### src/rtl/button_pkg.sv
// Shared constants and repeat-FSM state type for the four-button front panel.
package button_pkg;

  localparam int NUM_BTN       = 4;
  localparam int BTN_WAITING   = 0;
  localparam int BTN_LEFT      = 1;
  localparam int BTN_RIGHT     = 2;
  localparam int BTN_SELECTION = 3;

  typedef enum logic [1:0] {
    RPT_IDLE   = 2'd0,
    RPT_DELAY  = 2'd1,
    RPT_REPEAT = 2'd2
  } rpt_state_t;

  function automatic int max_int(input int a, input int b);
    return (a > b) ? a : b;
  endfunction

endpackage

### src/rtl/button_channel.sv
// One button: synchronizer, debounce, edge pulses and auto-repeat FSM.
//   state      | meaning
//   RPT_IDLE   | button released, timer held at zero
//   RPT_DELAY  | pressed, waiting REPEAT_DELAY cycles for the first repeat
//   RPT_REPEAT | held past the delay, one repeat every REPEAT_PERIOD cycles
module button_channel
  import button_pkg::*;
#(
  parameter int DEBOUNCE_CYCLES = 100,
  parameter int REPEAT_DELAY    = 25_000_000,
  parameter int REPEAT_PERIOD   = 5_000_000
) (
  input  logic clk,
  input  logic rst_n,
  input  logic btn_raw,
  input  logic repeat_en,
  output logic btn_level,
  output logic btn_press,
  output logic btn_release,
  output logic btn_repeat,
  output logic press_next
);

  localparam int DB_W = $clog2(DEBOUNCE_CYCLES) + 1;
  localparam int RT_W = $clog2(max_int(REPEAT_DELAY, REPEAT_PERIOD)) + 1;

  logic            sync1, sync2, pressed_s;
  logic [DB_W-1:0] db_cnt, db_cnt_next;
  logic [RT_W-1:0] tmr, tmr_next;
  logic            level_next, rise, fall, rpt_fire;
  rpt_state_t      state, state_next;

  // Raw input is active-low; flops reset to 1 so a reset looks like "released".
  always_ff @(posedge clk or negedge rst_n) begin
    if (!rst_n) begin
      sync1 <= 1'b1;
      sync2 <= 1'b1;
    end else begin
      sync1 <= btn_raw;
      sync2 <= sync1;
    end
  end

  assign pressed_s = ~sync2;

  always_comb begin
    db_cnt_next = '0;
    level_next  = btn_level;
    if (pressed_s != btn_level) begin
      if (db_cnt == DB_W'(DEBOUNCE_CYCLES - 1)) begin
        level_next  = pressed_s;
        db_cnt_next = '0;
      end else if (db_cnt != '1) begin
        db_cnt_next = db_cnt + 1'b1;
      end else begin
        db_cnt_next = db_cnt;
      end
    end
  end

  assign rise       = level_next & ~btn_level;
  assign fall       = ~level_next & btn_level;
  assign press_next = rise;

  always_comb begin
    state_next = state;
    tmr_next   = tmr;
    rpt_fire   = 1'b0;
    case (state)
      RPT_IDLE: begin
        tmr_next = '0;
        if (rise) state_next = RPT_DELAY;
      end
      RPT_DELAY: begin
        if (tmr == RT_W'(REPEAT_DELAY - 1)) begin
          rpt_fire   = 1'b1;
          state_next = RPT_REPEAT;
          tmr_next   = '0;
        end else if (tmr != '1) begin
          tmr_next = tmr + 1'b1;
        end
      end
      RPT_REPEAT: begin
        if (tmr == RT_W'(REPEAT_PERIOD - 1)) begin
          rpt_fire = 1'b1;
          tmr_next = '0;
        end else if (tmr != '1) begin
          tmr_next = tmr + 1'b1;
        end
      end
      default: begin
        state_next = RPT_IDLE;
        tmr_next   = '0;
      end
    endcase
    // Release wins over everything, including a repeat due this cycle.
    if (fall) begin
      state_next = RPT_IDLE;
      tmr_next   = '0;
      rpt_fire   = 1'b0;
    end
  end

  always_ff @(posedge clk or negedge rst_n) begin
    if (!rst_n) begin
      db_cnt      <= '0;
      tmr         <= '0;
      state       <= RPT_IDLE;
      btn_level   <= 1'b0;
      btn_press   <= 1'b0;
      btn_release <= 1'b0;
      btn_repeat  <= 1'b0;
    end else begin
      db_cnt      <= db_cnt_next;
      tmr         <= tmr_next;
      state       <= state_next;
      btn_level   <= level_next;
      btn_press   <= rise;
      btn_release <= fall;
      btn_repeat  <= rpt_fire & repeat_en;
    end
  end

endmodule

### src/rtl/button_conditioner.sv
// Four independent button channels plus a registered any-press flag.
module button_conditioner
  import button_pkg::*;
#(
  parameter int DEBOUNCE_CYCLES = 100,
  parameter int REPEAT_DELAY    = 25_000_000,
  parameter int REPEAT_PERIOD   = 5_000_000
) (
  input  logic         clk,
  input  logic         rst_n,
  input  logic [3:0]   btn_in,
  input  logic [3:0]   repeat_en,
  output logic [3:0]   btn_level,
  output logic [3:0]   btn_press,
  output logic [3:0]   btn_release,
  output logic [3:0]   btn_repeat,
  output logic         any_press
);

  logic [NUM_BTN-1:0] press_next;

  for (genvar i = 0; i < NUM_BTN; i++) begin : g_ch
    button_channel #(
      .DEBOUNCE_CYCLES (DEBOUNCE_CYCLES),
      .REPEAT_DELAY    (REPEAT_DELAY),
      .REPEAT_PERIOD   (REPEAT_PERIOD)
    ) u_ch (
      .clk         (clk),
      .rst_n       (rst_n),
      .btn_raw     (btn_in[i]),
      .repeat_en   (repeat_en[i]),
      .btn_level   (btn_level[i]),
      .btn_press   (btn_press[i]),
      .btn_release (btn_release[i]),
      .btn_repeat  (btn_repeat[i]),
      .press_next  (press_next[i])
    );
  end

  // Built from the channels' next-cycle press so it lines up with btn_press.
  always_ff @(posedge clk or negedge rst_n) begin
    if (!rst_n) any_press <= 1'b0;
    else        any_press <= |press_next;
  end

endmodule

### config.mk
export PLATFORM = sky130hd
export DESIGN_NAME = button_conditioner
export DESIGN_NICKNAME = d
export VERILOG_FILES = /design/src/rtl/button_pkg.sv /design/src/rtl/button_channel.sv /design/src/rtl/button_conditioner.sv
export SDC_FILE = /design/constraint.sdc
export NUM_CORES = 1
export LEC_CHECK = 0
export ABC_AREA = 1
export CAP_MARGIN = 25
export CORE_MARGIN = 4
export CORE_UTILIZATION = 43
export DETAILED_ROUTE_END_ITERATION = 8
export MAX_ROUTING_LAYER = met4
export SETUP_SLACK_MARGIN = 0.15
export SLEW_MARGIN = 25
export SYNTH_ARGS = -nofsm -noshare
export SYNTH_HDL_FRONTEND = slang
export SYNTH_SLANG_ARGS = --single-unit
### constraint.sdc
create_clock -name clk -period 2.51 [get_ports clk]
set_clock_uncertainty 0.05 [all_clocks]
set_input_delay 0.502 -clock clk [delete_from_list [all_inputs] [get_ports clk]]
set_output_delay 0.502 -clock clk [all_outputs]
set_load 0.01 [all_outputs]
Word level (Yosys, flattened, before mapping)
Cells that the tools add are included.
{ "op_classes": {"add_sub_neg": 8, "n_eq_ne": 48, "n_mux": 72, "bitwise": 24, "reduce_logical": 9} }
{ "ops": {"columns": ["cell", "count"], "rows": [
  ["2-to-1 mux 26 bit", 16],
  ["case mux 26 bit (2 select lines)", 4],
  ["adder 26 x 1 -> 26 bit, second input constant", 4],
  ["== test 26 x 23 -> 1 bit, second input constant", 4],
  ["== test 26 x 25 -> 1 bit, second input constant", 4],
  ["!= test 26 bit, second input constant", 4],
  ["2-to-1 mux 8 bit", 12],
  ["adder 8 x 1 -> 8 bit, second input constant", 4],
  ["== test 8 x 7 -> 1 bit, second input constant", 4],
  ["!= test 8 bit, second input constant", 4],
  ["2-to-1 mux 2 bit", 12],
  ["!= test 3 x 1 -> 1 bit, second input constant", 8],
  ["case mux 2 bit (3 select lines)", 4],
  ["2-to-1 mux 1 bit", 20],
  ["AND 1 bit", 12],
  ["!= test 3 bit, second input constant", 4],
  ["NOT 1 bit", 12],
  ["AND reduction 3 bit", 4],
  ["== test 2 x 1 -> 1 bit, second input constant", 4],
  ["== test 2 bit, second input constant", 4],
  ["zero test 2 bit", 4],
  ["!= test 2 x 1 -> 1 bit, second input constant", 4],
  ["case mux 1 bit (2 select lines)", 4],
  ["!= test 1 bit", 4],
  ["OR reduction 4 bit", 1]
]} }
{ "totals": {"reg_bits": 169, "inputBits": 10, "elab_cells": 198} }

Depth between registers and ports, before layout
Gate-level depths: netlist of the first run.
{ "logic_depth": {"depth_word": 7, "mapped_depth": 12, "mapped_depth_nobuf": 12} }

Hierarchy
From an unflattened synthesis of the first run, not the netlist that was laid out.
{ "hier_totals": {"hier_cells": 1508, "hier_area_um2": 10946.7} }
{ "modules_own_cells": {"columns": ["mod", "instances", "cells_each", "area_per_inst_um2", "seq_area_each_um2"], "rows": [
  ["button_channel (g_ch[1].u_ch ...)", 2, 370, 2740.1, 1053.5],
  ["button_channel (g_ch[0].u_ch)", 1, 390, 2766.4, 1053.5],
  ["button_channel (g_ch[3].u_ch)", 1, 374, 2663.8, 1053.5],
  ["button_conditioner", 1, 4, 36.3, 25.0]
]} }

Worst setup path after synthesis of the first run
No wires, ideal clock.
{ "synth_timing": {"path_type": "reg2reg", "from": "reg g_ch[1].u_ch.tmr[0]", "to": "reg g_ch[1].u_ch.tmr[17]", "setup_time_ps": 72, "t_arrival_ps": 1615, "required_ps": 2388, "slack_ps": 773, "stages_incl_launch_ff": 11, "period_less_slack_ps": 1737, "path_cell_list": "dfrtp_1 > ha_1 > nand2_2 > nor2_1 > nand2_1 > nor2_1 > nand2_2 > nand2_2 > a21boi_4 > nand2_4 > nor2_1"} }
{ "synth_via": {"elab_chain_len": 5, "word_cells_on_any_way": 9, "classes_between": "add/sub (1); eq/ne (3); mux (5)"} }
{ "synth_rtl": {"columns": ["item", "line", "source"], "rows": [
  ["start, declared", "button_channel.sv:29", "logic [RT_W-1:0] tmr, tmr_next;"],
  ["start signal, assigned", "button_channel.sv:115", "tmr <= tmr_next;"],
  ["adder 26 x 1 -> 26 bit / != test 26 bit (equally long branches)", null, null],
  ["2-to-1 mux 26 bit", "button_channel.sv:79, button_channel.sv:87", null],
  ["2-to-1 mux 26 bit, on equally long branches", "button_channel.sv:84, button_channel.sv:75", null],
  ["case mux 26 bit (2 select lines) *", "button_channel.sv:69", "case (state)"],
  ["2-to-1 mux 26 bit *", "button_channel.sv:97", "if (fall) begin"],
  ["named net g_ch[1].u_ch.tmr_next[17]", "button_channel.sv:29", null]
]} }
The timed path passes the listed nets; every way through them passes the cells marked *.
A chain may end at the register's enable or synchronous reset.

Worst setup path after layout of the first run
{ "layout_timing": {"from": "reg g_ch[1].u_ch.tmr[0]", "to": "reg g_ch[1].u_ch.tmr[20]"} }
The elaborated chain is that of the path after synthesis.

==> summary.txt, run 1 <==
Sw Share = 0.234
worst-path cell chain = ha_1 -> nand2_2 -> nor2_1 -> nand2_1 -> nor2_1 -> nand2_2 -> nand2_2 -> a21boi_4 -> nand2_4 -> nor2_1
Clock Tree Root = clkbuf_16
Post-CTS Repair Setup Buffers = 0
maximum vdd ir drop = 0.375 mV
GRT Total Usage = 0.205
Setup violations, final = 0
core area = 0.0268 mm^2
Num CTS Buffers = 17
worst slack at placement = 0.432 ns
final net count = 1769
Final Max Tran Viols = 0
EDFF count, synth = 0
initial core utilization = 0.436
die height = 173 um
DR pass1 iterations = 5
Die Width = 173 um
Clock Tree Buf Depth = 2
CP Class = register to register
outcome = complete, no violations
Max transition margin = 0.537
Max Cap Violations = 0
combinational power share = 0.025
Max Freq = 0.469 GHz
Clock Sinks = 169
global routing usage on met1 = 0.288
CTS hold repair buffers = 0
Hold WS = 0.0307 ns
Post-Syn Area per Cell = 6.80 um^2
RSZ-0062 raised after global routing = no
Reg2Reg Setup Slack = 0.38 ns
Largest stage delay, worst path = 0.41 ns
Iteration-0 DRC Markers = 854
Final Hold Fails = 0
CTS tree = yes
largest net degree at the start of global routing = 66
worst path required time = 2.82 ns
Crit-path slowest cell = dfrtp_1
routed wire length = 29000 um
CTS resizes = 0
Gate Count Post-Synth = 1717
Worst-Margin Slew = 0.690 ns
final period utilization = 0.850
GRT overflow = 0
via count = 10800
dominant cell type by area after synthesis = dfrtp_1
Mapped Area = 0.0117 mm^2
fin crit period = 2.13 ns
Yosys warnings = 0
routability cong. = 0.982
I/O pins = 27
area grow syn2layout = 9.61%
vias in the first global route = 10300
GR peak layer = met2
top cells by count, synth = nand2_1, nor2_1, inv_1
met2 Use GR = 0.319
first-pass GRT wire length = 50900 um
top_reg_cell synth = dfrtp_1
DIE AREA = 0.0299 mm^2
Seq/Total Area, Yosys = 0.363
Rows = 60
sequential power share = 0.507
launching point of the worst reg2reg path = g_ch[1].u_ch.tmr[0]
Worst-Skew Late Latency = 0.43 ns
Synth cell types = 48
residual DRC count = 0
Final Power = 0.00545 W
Post-Synthesis Net Count = 1747
most common cell in the synthesized netlist = nand2_1
arrival time worst endpoint = 2.44 ns
Worst setup SP type = register
internal power = 0.00418 W
CTS clk-pin slew, worst paths = 0.07 ns
class of the worst hold path = input pin to asynchronous set/reset pin
Port Buffer Count = 26
power per cell area = 426 mW/mm^2
vias per cell = 5.18
Final HPWL DP = 21900 um
clock share of power = 0.468
Reg-to-Reg End = g_ch[1].u_ch.tmr[20]
area fraction of the dominant cell type after synthesis = 0.345
wire per inst = 13.9 um
Setup crit end kind = register
sum of negative setup slack = 0 ns
share of cells above drive strength 1 = 0.0942
crit path max fanout = 10
H-tree levels = 4
Leak = 5.62 nW
Final WS setup = 0.377 ns
global routing usage on met3 = 0.0341
ys async rst share = 1.00
Routed Antenna Nets = 0
NetSw = 0.00127 W
main area contributors after synthesis = dfrtp_1, nand2_1, nor2_1
antenna violations before repair = 0
Reg2Reg Depth = 10
Antenna Cells = 0
Seq cells post-synth = 169
kinds of logic (layout without fill, tap and decap cells):
kind of cell / after synthesis / after routing / share of synthesized area
buf+inv: 224 / 259 / 0.0825
mux: 1 / 1 / 0.000857
flops: 169 / 169 / 0.363
xor+xnor: 20 / 20 / 0.0150
compound gates: 140 / 140 / 0.0767
simple gates: 1143 / 1143 / 0.440
fa+ha+maj: 20 / 20 / 0.0214
flip-flops by register name, summed over array words and instances (netlist names):
| register | cells |
|---|---|
| any_press | 1 |
| g_ch.u_ch.btn_press | 4 |
| g_ch.u_ch.state | 8 |
| g_ch.u_ch.btn_level | 4 |
| g_ch.u_ch.sync1 | 4 |
| g_ch.u_ch.btn_release | 4 |
| g_ch.u_ch.sync2 | 4 |
| g_ch.u_ch.tmr | 104 |
| g_ch.u_ch.btn_repeat | 4 |
| g_ch.u_ch.db_cnt | 32 |
final cells by class:
class / instances / area (um^2)
Clock inverter: 12 / 118
Sequential cell: 169 / 4240
Timing Repair Buffer: 40 / 394
Inverter: 187 / 711
Clock buffer: 20 / 437
Tap cell: 341 / 427
Multi-Input combinational cell: 1324 / 6470
Fill cell: 2651 / 14000
worst max-delay path by stage:
stage | cells after the start | from | endpoint
final | 10 | g_ch[1].u_ch.tmr[0] | g_ch[1].u_ch.tmr[20]
after global routing | 9 | g_ch[1].u_ch.db_cnt[0] | g_ch[1].u_ch.db_cnt[1]
after CTS | 10 | g_ch[1].u_ch.tmr[0] | g_ch[1].u_ch.tmr[17]
after detailed placement | 10 | g_ch[1].u_ch.tmr[0] | g_ch[1].u_ch.tmr[17]
after global placement | 11 | g_ch[0].u_ch.tmr[0] | g_ch[0].u_ch.tmr[5]
after floorplan | 10 | g_ch[1].u_ch.tmr[0] | g_ch[1].u_ch.tmr[17]
layout by cell type (no fill, tap or decap), types with 3 or more instances in the layout:
master	n
clkinv_4	3
or2_2	5
inv_6	3
nor2_2	25
o21ai_1	3
nor2_1	327
clkbuf_16	17
buf_4	12
clkinv_2	5
inv_2	6
a21oi_4	4
nor4_1	4
dfstp_2	8
ha_1	20
clkbuf_1	3
nand2_4	7
xor2_1	20
dfrtp_1	161
o21a_1	3
nor3_1	39
a211oi_1	5
nand2_1	463
nand4_4	3
a21oi_1	46
o21bai_1	7
nand3_4	4
a22oi_1	6
o211ai_1	8
nand4_1	42
o21ai_0	45
a21o_1	3
clkinvlp_4	3
nor2_4	13
nand2_2	32
inv_1	175
a21boi_4	4
nand3_1	170
clkdlybuf4s50_1	25
worst max-delay path, delay by kind of cell, from the launching register on:
kind | cells | cell delay (ns)
flops | 1 | 0.41
fa+ha+maj | 1 | 0.22
simple gates | 8 | 1.09
compound gates | 1 | 0.29
power groups by stage:
stage,combinational (W),clock (W),sequential (W)
floorplan,0.0000434,0,0.00281
global placement,0.000139,0,0.00282
detailed placement,0.000141,0,0.00282
CTS,0.000141,0.00262,0.00277
global route,0.000159,0.00274,0.00277
finish,0.000134,0.00255,0.00277
metal layers:
layer | vias to the layer above | routed length (um) | part of all wire
met4 | 0 | 248 | 0.0086
li1 | 5539 | - | -
met3 | 23 | 1150 | 0.040
met5 | - | 0 | 0
met2 | 208 | 13300 | 0.46
met1 | 5062 | 14300 | 0.49
metrics by stage:
step	cells	cell area [um^2]	utilization
after floorplan	1717	11700	-
after global placement	2061	12200	0.457
after detailed placement	2061	12200	0.457
after CTS	2093	12800	0.478
after global routing	2093	12800	0.478
final	2093	12800	0.478
Power figures use the tool's default switching activity.
==> run 2, diff against run 1 <==
==> constraint.sdc (replaced) <==
create_clock -name clk -period 2.05 [get_ports clk]
set_clock_uncertainty 0.05 [all_clocks]
set_input_delay 0.41 -clock clk [delete_from_list [all_inputs] [get_ports clk]]
set_output_delay 0.41 -clock clk [all_outputs]
set_load 0.01 [all_outputs]
==> summary.txt, run 2 (synthesized netlist as in run 1, its figures left out) <==
H-tree levels = 4 (unchanged)
final net count = 1828 (+3.3%)
class of the worst hold path = register to register
share of cells above drive strength 1 = 0.154 (+0.0593)
Max Freq = 0.543 GHz (+16%)
GRT Total Usage = 0.203 (-0.00144)
Top reg by flops = g_ch.u_ch.tmr
most frequent cells in the layout = nand2_1, nor2_1, inv_1
first-pass GRT wire length = 50100 um (-1.7%)
RSZ-0062 raised after global routing = yes
commonest non-fill, non-tap cell in the layout = nand2_1
dpl cells = 2082 (+1.0%)
CTS tree = yes
Max transition margin = 0.602 (+0.0653)
power per cell area = 485 mW/mm^2 (+14%)
routed wire length = 30000 um (+3.6%)
DR pass1 iterations = 5 (unchanged)
Reg2Reg Depth = 9 (-1)
Die Width = 173 um (unchanged)
Reg2Reg Setup Slack = 0.21 ns (-0.17 ns)
final std cells w/o fill = 2152 (+2.8%)
launching point of the worst reg2reg path = g_ch[0].u_ch.tmr[1]
Setup crit end kind = register
wire per inst = 14.0 um (+0.75%)
max FFs per register = 104 (unchanged)
Clock Tree Root = clkbuf_16
Final WS setup = 0.209 ns (-0.168 ns)
maximum vdd ir drop = 0.439 mV (+17%)
arrival time worst endpoint = 2.10 ns (-0.34 ns)
Worst-Margin Slew = 0.593 ns (-0.0972 ns)
routability cong. = 0.927 (-5.6%)
initial core utilization = 0.436 (unchanged)
vias in the first global route = 10300 (+0.049%)
Final HPWL DP = 21700 um (-0.54%)
antenna violations before repair = 0 (unchanged)
Regs by FF count = g_ch.u_ch.tmr: 104 flops, g_ch.u_ch.db_cnt: 32 flops, g_ch.u_ch.state: 8 flops
Antenna Cells = 0 (unchanged)
core area = 0.0268 mm^2 (unchanged)
worst path required time = 2.31 ns (-0.51 ns)
worst slack at placement = -0.0607 ns (-0.493 ns)
Setup violations, final = 0 (unchanged)
final period utilization = 0.898 (+0.0484)
Worst setup SP type = register
CTS clk-pin slew, worst paths = 0.06 ns (about the same)
Rows = 60 (unchanged)
Final Hold Fails = 0 (unchanged)
via count = 11100 (+2.9%)
Routed Antenna Nets = 0 (unchanged)
crit path max fanout = 9 (-1)
Leak = 6.09 nW (+8.2%)
outcome = complete, no violations
Reg-to-Reg End = g_ch[0].u_ch.tmr[17]
CP Class = register to register
critical path startpoint = g_ch[0].u_ch.tmr[1]
fin crit period = 1.84 ns (-0.292 ns)
DIE AREA = 0.0299 mm^2 (unchanged)
Clock Sinks = 169 (unchanged)
Clock Tree Buf Depth = 2 (unchanged)
Worst-Skew Late Latency = 0.43 ns (about the same)
vias per cell = 5.18 (about the same)
Hold WS = 0.307 ns (+0.276 ns)
largest net degree at the start of global routing = 54 (-18%)
die height = 173 um (unchanged)
Port Buffer Count = 26 (unchanged)
area grow syn2layout = 17.0%
residual DRC count = 0 (unchanged)
GRT overflow = 0 (unchanged)
Setup crit end = g_ch[0].u_ch.tmr[17]
Max Cap Violations = 0 (unchanged)
Num CTS Buffers = 17 (unchanged)
Final Max Tran Viols = 0 (unchanged)
Final Core Density = 0.510 (+0.0323)
Iteration-0 DRC Markers = 827 (-3.2%)
I/O pins = 27 (unchanged)
## run 2: cell types whose count changed in the layout (fill, tap and decap cells not counted), sizes merged, moves of 2 or more
cell,change
nand2,+4
buf,+52
nand3,+2
clkinv,-2
clkdlybuf4s50,-2
clkbuf,+2
## run 2: timing repair
action | CTS | global route
endpoints found under the hold margin | 25 | 0
endpoints found under the setup margin | 66 | 123
gates cloned | 3 | 3
hold buffers | 1 | 0
pin swaps | 9 | 16
setup buffers | 11 | 20
resized for setup | 19 | 75
## run 2: worst min path at each step
stage,start,end,slack [ns],depth (start not counted)
2_1_floorplan,rst_n,any_press,0.06,0
3_3_place_gp,rst_n,g_ch[2].u_ch.tmr[9],0.29,1
3_5_place_dp,rst_n,g_ch[2].u_ch.btn_repeat,0.29,1
4_1_cts,g_ch[1].u_ch.sync1,g_ch[1].u_ch.sync2,0.31,0
5_1_grt,g_ch[3].u_ch.sync1,g_ch[3].u_ch.sync2,0.31,0
6_report,g_ch[2].u_ch.sync1,g_ch[2].u_ch.sync2,0.31,0
## run 2: area by class of cell
class	count	area, um^2
clock buffers	22	454
clock inverters	10	93.8
fillers	2608	13100
inverters	187	719
multi-input cells	1330	6840
flip-flops and latches	169	4250
well taps	341	427
repair buffers	93	887
## run 2: through the flow
stage	instance area (um^2)	TNS (ns)	total power, W
after CTS	13200	0	0.00674
final	13700	0	0.00663
after detailed placement	12400	-0.542	0.00362
after floorplan	11700	0	0.00350
after global placement	12400	-0.331	0.00362
after global routing	13700	0	0.00693
## run 2: worst max-delay path: stages (launching register included)
cell and delay (ns):
dfrtp_1 0.40, ha_1 0.21, nand2_2 0.11, nor2_4 0.20, nand3_1 0.11, nor2_2 0.22
a21boi_4 0.09, buf_12 0.15, nand2_2 0.13, nor2_1 0.06
## run 2: per-layer routing
metal  vias up  wire length, um  part of all wire  track usage
met5         -                0                 0            -
met4         0              475             0.016       0.0565
met3        42             1260             0.042       0.0297
met2       243            13900              0.46        0.315
met1      5193            14400              0.48        0.282
li1       5663                -                 -            -
## run 2: where the power goes
part           internal, W  total (W)  switching, W
Sequential         0.00337    0.00339     0.0000210
Clock              0.00171    0.00308       0.00137
Combinational    0.0000563   0.000166      0.000109
==> run 3, diff against run 2 <==
--- a/config.mk
+++ b/config.mk
@@ -12,6 +12,7 @@
 export DETAILED_ROUTE_END_ITERATION = 8
 export MAX_ROUTING_LAYER = met4
 export SETUP_SLACK_MARGIN = 0.15
+export SKIP_LAST_GASP = 1
 export SLEW_MARGIN = 25
 export SYNTH_ARGS = -nofsm -noshare
 export SYNTH_HDL_FRONTEND = slang
==> results of run 3 <==
The final DEF is identical to that of run 2; final timing and power are the same.
==> RTL edit 1, RTL diff (flow settings as in run 2) <==
The 3 states of `rpt_state_t` get a one-hot encoding in 3 bits.
--- a/src/rtl/button_pkg.sv
+++ b/src/rtl/button_pkg.sv
@@ -7,10 +7,10 @@
   localparam int BTN_RIGHT     = 2;
   localparam int BTN_SELECTION = 3;
 
-  typedef enum logic [1:0] {
-    RPT_IDLE   = 2'd0,
-    RPT_DELAY  = 2'd1,
-    RPT_REPEAT = 2'd2
+  typedef enum logic [2:0] {
+    RPT_IDLE   = 3'b001,
+    RPT_DELAY  = 3'b010,
+    RPT_REPEAT = 3'b100
   } rpt_state_t;
 
   function automatic int max_int(input int a, input int b);
Behaviour: same outputs for any inputs over 10 cycles, from zero or initial values and one cycle with rst_n low; not proved beyond that.
==> RTL edit 1 against run 2 <==
Cell area fell by 2.5%. Synthesized cell count fell by 1.0%. Total power rose by 5.9%. Sequential cell count rose by 4. Wire length rose by 2.8%. Critical endpoint is now g_ch[0].u_ch.tmr[15]. Worst setup slack improved by 30 ps. Synthesized area fell by 2.7%. Sequential share of layout area rose by 1.6 points.
==> RTL edit 1: results (changes against run 2) <==
outcome:
  outcome: "finished clean"
global_routing:
  grt_pass1_wl_um: 51900  # +3.6%
  grtUsageTotal_pct: 22.1  # +1.8 points
  grt_max_degree: 42  # -22%
  grt_pass1_vias: 10800  # +5.2%
setup_path:
  crit_slowest_cell: "dfrtp_2"
  reg2reg_depth: 9  # unchanged
  critPathCapture: "g_ch[0].u_ch.tmr[15]"
  reg2reg_slack_ps: 240  # +30 ps
  cp_max_fo: 8  # -1
  critPathLaunch: "g_ch[0].u_ch.tmr[1]"
detailed_routing:
  finalWirelength_um: 30900  # +2.8%
  first_pass_iters: 7  # +2
  drt_iter0_markers: 796  # -3.7%
  wl_per_cell_um: 14.4  # +3.4%
  vias_per_cell: 5.33  # +2.9%
synthesis:
  ys_seq_area_share_pct: 38.2  # +1.9 points
  yosys_warnings: 0  # unchanged
  synth.avg_cell_area_um2: 6.69  # -1.6%
  synth_cell_type_count: 43  # -10%
  yosys-top-cells-area: "dfrtp_1 (35%), nand2_1 (15%), nor2_1 (9.7%)"
sta:
  slew_headroom_pct: 56.0  # -4.2 points
layout:
  largestRegisters: "g_ch.u_ch.tmr (104), g_ch.u_ch.db_cnt (32), g_ch.u_ch.state (12)"
  layout-drive-gt1-share_pct: 13.4  # -1.9 points
  fin_nets: 1809  # -1.0%
  fillers: 2627  # +0.73%
worst_hold_path:
  hold_start: "g_ch[1].u_ch.sync1"
power:
  p_leak_nw: 5.91  # -2.8%
  power.density_mw_per_mm2: 527  # +8.6%
  ir_worst_vdd_mv: 0.538  # +23%
clock_network:
  cts_buffers: 17  # unchanged
  cts.clk_slew.worst_paths_ps: 80  # +20 ps
placed_design:
  dpl.cell_count: 2081  # -0.048%
  hpwl_um: 22500  # +3.6%
  place_congestion: 0.955  # +3.0%
## RTL edit 1: cell type report
cell class	count	share of cell area, %
Inverter	182	5.17
Clock buffer	18	3.22
Timing Repair Buffer	106	6.91
Multi-Input combinational cell	1311	47.5
Clock inverter	14	1.32
Tap cell	335	3.15
Sequential cell	173	32.7
## RTL edit 1: cells by family (layout without fill, tap and decap cells)
logic type / after synthesis / after routing / share of synthesized area (%)
AO/OA/AOI/OAI: 199 / 199 / 9.58
flip-flops: 173 / 173 / 38.2
AND/OR/NAND/NOR: 1082 / 1086 / 41.7
XOR/XNOR: 18 / 18 / 1.39
adder cells (fa/ha/maj): 8 / 8 / 0.881
buffers and inverters: 219 / 320 / 8.23
## RTL edit 1: worst min-delay path by stage
stage | to | depth (start not counted)
6_report | g_ch[1].u_ch.sync2 | 0
5_1_grt | g_ch[1].u_ch.sync2 | 0
4_1_cts | g_ch[1].u_ch.sync2 | 0
3_5_place_dp | g_ch[2].u_ch.tmr[25] | 1
3_3_place_gp | g_ch[2].u_ch.tmr[25] | 1
2_1_floorplan | any_press | 0
## RTL edit 1: critical path, delay by kind of cell (launching register included)
family	cells	cell delay (ps)
simple gates	5	580
flops	1	410
buf+inv	2	390
fa+ha+maj	1	180
compound gates	1	140
## RTL edit 1: metal layers
layer | vias up | track usage, % | part of all wire (%)
met3 | 48 | 3.67 | 4.9
met4 | 0 | 5.87 | 1.6
met5 | - | - | 0
met1 | 5329 | 29.5 | 47
li1 | 5721 | - | -
met2 | 298 | 35.2 | 47
## RTL edit 1: metrics by stage
| stage | setup WS [ps] | power (mW) | hold slack (ps) | utilization [%] | cell area (um2) |
|---|---|---|---|---|---|
| floorplan | 336 | 3.58 | 64.4 | - | 11400 |
| detailed placement | -88.6 | 3.71 | 298 | 47.1 | 12300 |
| finish | 238 | 7.02 | 296 | 51.1 | 13300 |
| global route | 145 | 7.30 | 297 | 51.1 | 13300 |
| CTS | 153 | 7.13 | 291 | 49.7 | 13000 |
| global placement | -22.8 | 3.71 | 295 | 47.1 | 12300 |
## RTL edit 1: power by group
group          switching (mW)  internal (mW)
logic                   0.109         0.0606
clock network            1.53           1.85
registers              0.0245           3.44
total                    1.67           5.36
## RTL edit 1: repair_timing
action | in CTS | in global routing
hold buffers | 1 | 0
pin swaps | 1 | 15
endpoints found under the hold margin | 29 | 0
gates resized for setup | 10 | 64
endpoints found under the setup margin | 49 | 124
gates cloned | 0 | 4
buffers inserted | 2 | 19
==> RTL edit 2, RTL diff (config.mk and constraints of run 2) <==
Without the edit above. `DEBOUNCE_CYCLES` is set to 100 in 2 places; all go to 50.
--- a/src/rtl/button_channel.sv
+++ b/src/rtl/button_channel.sv
@@ -6,7 +6,7 @@
 module button_channel
   import button_pkg::*;
 #(
-  parameter int DEBOUNCE_CYCLES = 100,
+  parameter int DEBOUNCE_CYCLES = 50,
   parameter int REPEAT_DELAY    = 25_000_000,
   parameter int REPEAT_PERIOD   = 5_000_000
 ) (
--- a/src/rtl/button_conditioner.sv
+++ b/src/rtl/button_conditioner.sv
@@ -2,7 +2,7 @@
 module button_conditioner
   import button_pkg::*;
 #(
-  parameter int DEBOUNCE_CYCLES = 100,
+  parameter int DEBOUNCE_CYCLES = 50,
   parameter int REPEAT_DELAY    = 25_000_000,
   parameter int REPEAT_PERIOD   = 5_000_000
 ) (
Formal check against the unedited RTL: no difference found for any inputs over 10 cycles, from zero or initial values and one cycle with rst_n low; that may be too few to reach the edited logic, so the function may still have changed.
==> RTL edit 2 against run 2 <==
Wire length down 1.5%. Synthesized area down 1.3%. Worst setup slack worse by 14 ps. Sequential share of layout area about the same. Count of clock-buffer cells in the layout down 3. Cell area down 2.4%. Sequential cell count down 4.
Power is not compared: it rests on default switching activity, and its combinational part moved more than twofold at a synthesized area within 25%.
==> RTL edit 2: results (changes against run 2) <==
layout:
  fin_nets: 1778  # -2.7%
  inv_count: 181  # -3.2%
  sh_seq_area_pct: 31.1  # about the same
  layout.cells.non_filler: 2092  # -2.8%
  buf_share_pct: 6.03  # -0.46 points
  layout-drive-gt1-share_pct: 16.0  # +0.64 points
  multi_input_area_mm2: 0.00668  # -2.3%
  non_clock_buffer_count: 86  # -7.5%
  clock_buffers: 19  # -14%
  clk_share_pct: 4.54  # +0.53 points
placed_design:
  dpl_worst_slack_ps: 38.8  # +99.5 ps
  place_congestion: 0.937  # +0.99%
  dpl.cell_count: 2030  # -2.5%
  dpl_cell_area_mm2: 0.0122  # -1.4%
  hpwl_um: 21400  # -1.4%
sta:
  slew_headroom_pct: 64.3  # +4.1 points
  hold_ws_ps: 306  # -0.557 ps
synthesis:
  yosys-mux-area-fraction_pct: 0  # -0.086 points
  synth-compound-area-share_pct: 7.53  # -0.15 points
  synth_fa_ha_area_share_pct: 2.61  # +0.46 points
  yosys-top-cells-area: "dfrtp_1 (34%), nand2_1 (15%), nor2_1 (9.6%)"
  synth_seq_cells: 165  # -2.4%
  syn_nets: 1707  # -2.3%
  synth.avg_cell_area_um2: 6.89  # +1.3%
  synth.top_cells.by_count: "nand2_1 (453), nor2_1 (295), inv_1 (173)"
  async_flop_share_pct: 100  # unchanged
  synth_xor_area_share_pct: 1.75  # +0.25 points
clock_network:
  clk_latency_ps: 430  # about the same
  cts_buffers: 17  # unchanged
  cts.clk_slew.worst_paths_ps: 60  # about the same
  post-cts-setup-buffer-count: 8  # -3
  cts_resized: 6  # -13
setup_path:
  cp_max_fo: 10  # +1
detailed_routing:
  wl_per_cell_um: 14.1  # +1.3%
  num_vias: 10700  # -4.0%
  drt_iter0_markers: 727  # -12%
global_routing:
  grt_pass1_wl_um: 49300  # -1.6%
  grtUsageTotal_pct: 20.8  # +0.41 points
  grt_pass1_vias: 10100  # -1.9%
  grt_max_degree: 64  # +19%
outcome:
  outcome: "finished clean"
power:
  switching_power_mw: 1.71
  p_comb_share_pct: 5.3
floorplan:
  design.die.area_mm2: 0.0295  # -1.3%
==> RTL edit 2: path summary, 6_finish.rpt <==
kind | startpoint | end | slack (ps) | cells past startpoint
worst max-delay path | g_ch[0].u_ch.tmr[1] | g_ch[0].u_ch.tmr[2] | 190 | 11
worst min-delay path | g_ch[1].u_ch.sync1 | g_ch[1].u_ch.sync2 | 310 | 0
worst max register to register | g_ch[0].u_ch.tmr[1] | g_ch[0].u_ch.tmr[2] | 190 | 11
worst min register to register | g_ch[1].u_ch.sync1 | g_ch[1].u_ch.sync2 | 310 | 0
max in group asynchronous | rst_n | g_ch[0].u_ch.sync2 | 980 | 3
min in group asynchronous | rst_n | g_ch[3].u_ch.tmr[13] | 320 | 2
==> RTL edit 2: per-layer routing <==
metal	up-vias	global-route usage [%]	part of all wire (%)
met5	-	-	0
met4	0	5.13	1.6
met3	36	3.03	3.6
met2	216	32.7	46
met1	4969	28.3	49
li1	5479	-	-
